**config.mk**
```make
export PLATFORM = sky130hd
export DESIGN_NAME = mfp_ahb_cube_bank
export DESIGN_NICKNAME = d
export VERILOG_FILES = /design/src/rtl/mfp_ahb_cube_bank.sv
export SDC_FILE = /design/constraint.sdc
export NUM_CORES = 1
export LEC_CHECK = 0
export CAP_MARGIN = 10
export CORE_MARGIN = 4
export CORE_UTILIZATION = 43
export DETAILED_ROUTE_END_ITERATION = 7
export GPL_TIMING_DRIVEN = 0
export PLACE_DENSITY = 0.76
export SYNTH_ARGS = -nofsm -noshare
export SYNTH_HDL_FRONTEND = slang
export SYNTH_SLANG_ARGS = --single-unit
```
**constraint.sdc**
```tcl
create_clock -name HCLK -period 2.65 [get_ports HCLK]
set_input_delay 0.53 -clock HCLK [delete_from_list [all_inputs] [get_ports HCLK]]
set_output_delay 0.53 -clock HCLK [all_outputs]
set_load 0.02 [all_outputs]
```
**src/rtl/mfp_ahb_cube_bank.sv**
```systemverilog
// mfp_ahb_cube_bank: AHB-Lite slave that holds the virtual Rubik's cube faces, runs the
// START/ACK/DONE renderer handshake and queues PMOD move codes in a FIFO that the CPU drains.
//
// Ports:
//   HCLK, HRESETn           clock, asynchronous active-low reset
//   HADDR/HTRANS/HWDATA/
//   HWRITE/HSEL/HRDATA      AHB-Lite slave (word index HADDR[7:2], zero wait states)
//   IO_FACES                face i at [i*FW +: FW], FW = STICKERS*COLOR_W
//   IO_START/IO_ACK/IO_DONE renderer handshake
//   IO_MOVE/IO_MOVE_VLD     asynchronous PMOD move code and strobe
//   IO_IRQ                  high while the move FIFO is non-empty or IO_DONE is set
//
// Build option: define MFP_CUBE_READBACK_EN to make FACE registers readable;
// otherwise FACE reads return 0.
module mfp_ahb_cube_bank #(
    parameter int N_FACE     = 6,
    parameter int STICKERS   = 9,
    parameter int COLOR_W    = 3,
    parameter int MOVE_W     = 5,
    parameter int MOVE_DEPTH = 8
) (
    input  logic                                 HCLK,
    input  logic                                 HRESETn,
    input  logic [31:0]                          HADDR,
    input  logic [1:0]                           HTRANS,
    input  logic [31:0]                          HWDATA,
    input  logic                                 HWRITE,
    input  logic                                 HSEL,
    output logic [31:0]                          HRDATA,
    output logic [N_FACE*STICKERS*COLOR_W-1:0]   IO_FACES,
    output logic                                 IO_START,
    input  logic                                 IO_ACK,
    output logic                                 IO_DONE,
    input  logic [MOVE_W-1:0]                    IO_MOVE,
    input  logic                                 IO_MOVE_VLD,
    output logic                                 IO_IRQ
);
    localparam int FW = STICKERS * COLOR_W;
    localparam int AW = $clog2(MOVE_DEPTH);
    localparam int PW = AW + 1;

    typedef enum logic {S_IDLE, S_REQ} state_t;

    state_t                r_state, w_state_nx;
    logic                  r_done, w_done_nx;
    logic [5:0]            r_addr;
    logic                  r_sel, r_wr;
    logic [1:0]            r_trans;
    logic [FW-1:0]         r_face [N_FACE];
    logic                  r_vld_s1, r_vld_s2, r_vld_d;
    logic [MOVE_W-1:0]     r_mv_s1, r_mv_s2;
    logic [MOVE_W-1:0]     r_mem [MOVE_DEPTH];
    logic [PW-1:0]         r_wp, r_rp;
    logic                  r_ovf;

    logic                  w_we, w_ctrl_wr, w_flush, w_rd, w_push, w_pop, w_push_ok;
    logic                  w_empty, w_full;
    logic [PW-1:0]         w_count;
    logic [5:0]            w_raddr;
    logic [31:0]           w_status, w_move_word, w_rdata;
    logic                  w_unused;

    assign w_unused    = ^{HADDR, HWDATA};
    assign w_we        = (r_trans != 2'b00) && r_sel && r_wr;
    assign w_ctrl_wr   = w_we && (r_addr == 6'h10);
    assign w_flush     = w_ctrl_wr && HWDATA[2];
    assign w_raddr     = HADDR[7:2];
    assign w_rd        = HSEL && (HTRANS != 2'b00) && !HWRITE;
    assign w_count     = r_wp - r_rp;
    assign w_empty     = (r_wp == r_rp);
    assign w_full      = (r_wp[AW] != r_rp[AW]) && (r_wp[AW-1:0] == r_rp[AW-1:0]);
    // A MOVE read pops in its address phase, at the same edge that registers HRDATA.
    assign w_pop       = w_rd && (w_raddr == 6'h12) && !w_empty;
    assign w_push      = r_vld_s2 && !r_vld_d;
    // When full, a simultaneous pop frees the slot the push lands in.
    assign w_push_ok   = w_push && (!w_full || w_pop);
    assign w_status    = {16'b0, 8'(w_count), 4'b0, r_ovf, w_full, r_done, IO_START};
    assign w_move_word = {1'b1, {(31-MOVE_W){1'b0}}, r_mem[r_rp[AW-1:0]]};
    assign IO_START    = (r_state == S_REQ);
    assign IO_DONE     = r_done;
    assign IO_IRQ      = !w_empty || r_done;

    for (genvar g = 0; g < N_FACE; g++) begin : g_face
        assign IO_FACES[g*FW +: FW] = r_face[g];
    end

    always_comb begin
        w_rdata = '0;
        if (w_raddr == 6'h11) w_rdata = w_status;
        if (w_raddr == 6'h12 && !w_empty) w_rdata = w_move_word;
`ifdef MFP_CUBE_READBACK_EN
        for (int i = 0; i < N_FACE; i++)
            if (w_raddr == 6'(i)) w_rdata = 32'(r_face[i]);
`endif
    end

    // An ACK in the same cycle as a DONE-clear write wins because it is applied last.
    always_comb begin
        w_state_nx = r_state;
        w_done_nx  = r_done;
        if (w_ctrl_wr && HWDATA[1]) w_done_nx = 1'b0;
        if (r_state == S_IDLE && w_ctrl_wr && HWDATA[0]) w_state_nx = S_REQ;
        if (r_state == S_REQ && IO_ACK) begin
            w_state_nx = S_IDLE;
            w_done_nx  = 1'b1;
        end
    end

    always_ff @(posedge HCLK or negedge HRESETn) begin
        if (!HRESETn) begin
            r_state  <= S_IDLE;
            r_done   <= 1'b0;
            r_addr   <= '0;
            r_sel    <= 1'b0;
            r_wr     <= 1'b0;
            r_trans  <= 2'b00;
            HRDATA   <= '0;
            r_vld_s1 <= 1'b0;
            r_vld_s2 <= 1'b0;
            r_vld_d  <= 1'b0;
            r_mv_s1  <= '0;
            r_mv_s2  <= '0;
            r_wp     <= '0;
            r_rp     <= '0;
            r_ovf    <= 1'b0;
            for (int i = 0; i < N_FACE; i++)
                for (int j = 0; j < STICKERS; j++)
                    r_face[i][j*COLOR_W +: COLOR_W] <= COLOR_W'(i);
        end else begin
            r_state  <= w_state_nx;
            r_done   <= w_done_nx;
            r_addr   <= HADDR[7:2];
            r_sel    <= HSEL;
            r_wr     <= HWRITE;
            r_trans  <= HTRANS;
            HRDATA   <= w_rd ? w_rdata : '0;
            r_vld_s1 <= IO_MOVE_VLD;
            r_vld_s2 <= r_vld_s1;
            r_vld_d  <= r_vld_s2;
            r_mv_s1  <= IO_MOVE;
            r_mv_s2  <= r_mv_s1;
            for (int i = 0; i < N_FACE; i++)
                if (w_we && r_addr == 6'(i)) r_face[i] <= HWDATA[FW-1:0];
            if (w_flush) begin
                r_wp  <= '0;
                r_rp  <= '0;
                r_ovf <= 1'b0;
            end else begin
                if (w_push_ok) r_wp <= r_wp + 1'b1;
                if (w_pop) r_rp <= r_rp + 1'b1;
                if (w_push && !w_push_ok) r_ovf <= 1'b1;
            end
        end
    end

    always_ff @(posedge HCLK)
        if (w_push_ok && !w_flush) r_mem[r_wp[AW-1:0]] <= r_mv_s2;
endmodule

```
==> impl_results.md <==
* Static Leak at 5.41 nW
* Setup CP Type: reg -> out
* GRT Util Overall at 0.182
* Most used DFF post-synth: dfrtp_1
* Failing checks: hold timing
* Mux cell area share after synthesis at 0.217
* Syn Inst Count at 585
* Nets at 940
* Average wire per standard cell at 19.8 um
* Clk sink count at 246
* Min Tclk post-route at 2.57 ns
* DR iter-0 viols at 237
* Max Cap Viol at 0
* Mean Syn Cell Area at 16.4 um^2
* Worst Path Required at 2.12 ns
* Crit-path max FO at 10
* # hold bufs at CTS at 0
* Die height at 158 um
* Post-Synth Simple-Gate Area at 0.0524
* Post-Synth XOR/XNOR Area at 0.00273
* Number of global-route vias before repair at 5,883
* Synth cell types at 57
* Crit end category: primary output
* Arrival @ worst endpoint at 2.04 ns
* Worst-margin pin slew at 0.705 ns
* Initial antenna violation count at 0
* Diodes inserted at 0
* Final Slew Violations at 0
* Synth Warn # at 0
* Power Dens Cells at 735 nW/um^2
* Via count at 5,877
* Initial Utilization at 0.439
* Die width at 158 um
* Area grow syn2layout at 37.4%
* Antenna Nets Post-Route at 0
* Pin count of the biggest net entering global routing at 125
* Final WL at 23.0 mm
* I/O pin cnt at 274
* Slew headroom at 0.518
* Htree depth at 1
* IO Port Bufs at 220
* Dpl cells at 1,107
* Final count of negative-setup-slack endpoints at 0
* Cell Rows at 54
* Clock transition at the registers of the reported paths at 0.06 ns
* Layout cells sized above 1 at 0.391
* Yosys reg bits at 246
* Worst VDD drop at 526 uV
* Final Hold Viols at 4
* Compound-Gate Fraction of Synth Area at 0.0172
* Synth Area in Adders at 0.00858
* Setup crit start kind: register
* Fillers at 1,652
* Status: finished, violations left
* Total power at 9.71 mW
* Core area at 21,900 um^2
* Largest family of logic cells by synthesized area: multiplexers
* Synth async-reset ratio at 0.837
* Max frequency at 390 MHz
* Worst skew pair latency at 0.52 ns
* CTS Buf Count at 26
* RSZ-0062 raised after global routing: true
* Cell Area, Synth at 9620 um^2
* Full die area at 24,800 um^2
* Post-DP HPWL at 16.5 mm
* DRC viols at 0
* CTS tree: yes
* Root Buffer Master: clkbuf_16
* Fin crit share at 0.969
* Cell Count, Final, Fillers Out at 1,157
* GRT overflow at 0
* Clk_skew at 0.00975 ns
* Drt pass-1 iters at 4
* Hold Slack at -0.0205 ns
* Sequential share of the synthesized area at 0.669
* Bufs on Longest Clock Path at 3
* EDFF count, synth at 40
* First-pass GRT wire length at 35.3 mm
* GPL Wtd Cong at 0.830
* Vias/cell at 5.08
* Hold crit path type: in -> async
-- layer usage --
metal | wire length, um | vias up | track usage
li1 | - | 2621 | -
met1 | 9590 | 2989 | 0.245
met2 | 11300 | 222 | 0.307
met3 | 1580 | 45 | 0.0353
met4 | 532 | 0 | 0.0475
met5 | 0 | - | 0
-- worst max-delay path: stages (launching register included) --
cell     delay (ns)
dfrtp_2        0.38
buf_8          0.15
inv_1          0.10
ha_4           0.29
nand3_4        0.11
or3_1          0.33
buf_2          0.17
-- cells in the final DEF, fill, tap and decap left out, types with 6 or more instances in the layout --
master             n
dfstp_2           63
nor2_1             9
a21oi_1            6
clkdlybuf4s50_1  218
mux2_2           162
clkbuf_1           9
dfrtp_1          139
conb_1            22
buf_2             11
clkbuf_16         27
edfxtp_1          40
buf_4             27
nand2b_1           7
mux4_2            10
nand2_1           21
-- final cells by class --
| class | count | area, um^2 | area share |
|---|---|---|---|
| tap | 280 | 350 | 0.0265 |
| multi-input combinational | 313 | 3020 | 0.228 |
| buffer | 41 | 303 | 0.0229 |
| clock buffer | 40 | 764 | 0.0578 |
| clock inverter | 8 | 67.6 | 0.00511 |
| inverter | 6 | 27.5 | 0.00208 |
| sequential | 246 | 6440 | 0.487 |
| timing repair buffer | 223 | 2240 | 0.170 |
-- flip-flops by register name, summed over array words and instances (netlist names), 2 cells and up --
name      count
r_rp          4
r_trans       2
r_mv_s2       5
r_addr        6
r_mv_s1       5
r_mem        40
r_wp          4
IO_FACES    162
HRDATA       10
-- worst paths after layout --
kind | start | end | slack [ns] | cells after the start
setup / recovery | r_rp[1]$_DFFE_PN0P_ | IO_IRQ | 0.08 | 6
hold / removal | HRESETn | IO_FACES[123]$_DFFE_PN0P_ | -0.02 | 1
setup reg to reg | r_rp[1]$_DFFE_PN0P_ | r_mem[4][3]$_DFFE_PP_ | 0.25 | 7
hold reg to reg | r_mv_s1[0]$_DFF_PN0_ | r_mv_s2[0]$_DFF_PN0_ | 0.35 | 0
max in group asynchronous | HRESETn | IO_FACES[31]$_DFFE_PN0P_ | 1.66 | 2
min in group HCLK | r_mv_s1[0]$_DFF_PN0_ | r_mv_s2[0]$_DFF_PN0_ | 0.35 | 0
-- metrics by stage --
step	util	worst slack (ns)	hold WS [ns]	TNS, ns	instance area, um^2
after floorplan	-	0.135	0.234	0	9700
after global placement	0.560	-7.39	0.333	-1370.96	12300
after detailed placement	0.561	-0.765	0.338	-20.27	12300
after CTS	0.603	0.0354	0.00691	0	13200
after global routing	0.604	-0.0453	0.0280	-0.611	13200
final	0.604	0.0830	-0.0205	0	13200
-- logic make-up (layout without fill, tap and decap cells) --
group,after synthesis,after routing
compound gates,24,24
buf+inv,47,318
flops,246,246
simple gates,82,82
other cells,1,22
mux,176,176
fa+ha+maj,6,6
xor+xnor,3,3
-- report_power, final --
group	switching (mW)	internal (mW)
Clock	1.42	2.08
Sequential	0.239	4.25
Combinational	0.875	0.847
Total	2.53	7.18
-- synthesized netlist by cell type, drive strengths merged (3+ instances only) --
library cell  number  area share
mux2i              4      0.0042
nor4b              3      0.0049
dfstp             63        0.17
edfxtp            40        0.12
nand2b             7      0.0046
inv                5      0.0020
nand2             23      0.0095
a21oi              6      0.0031
a32oi              4      0.0036
ha                 5      0.0065
buf               40       0.030
and3               4      0.0026
o2111ai            3      0.0027
o21ai              4      0.0021
nor2b              5      0.0033
nor3               3      0.0021
nand3              5      0.0026
mux2             162        0.19
nor2              11      0.0043
mux4              10       0.023
dfrtp            143        0.37
-- what timing repair did --
item | CTS | global route
buffers inserted | 2 | 0
setup endpoints to repair | 47 | 36
gates resized for setup | 20 | 5
Power figures use the tool's default switching activity.
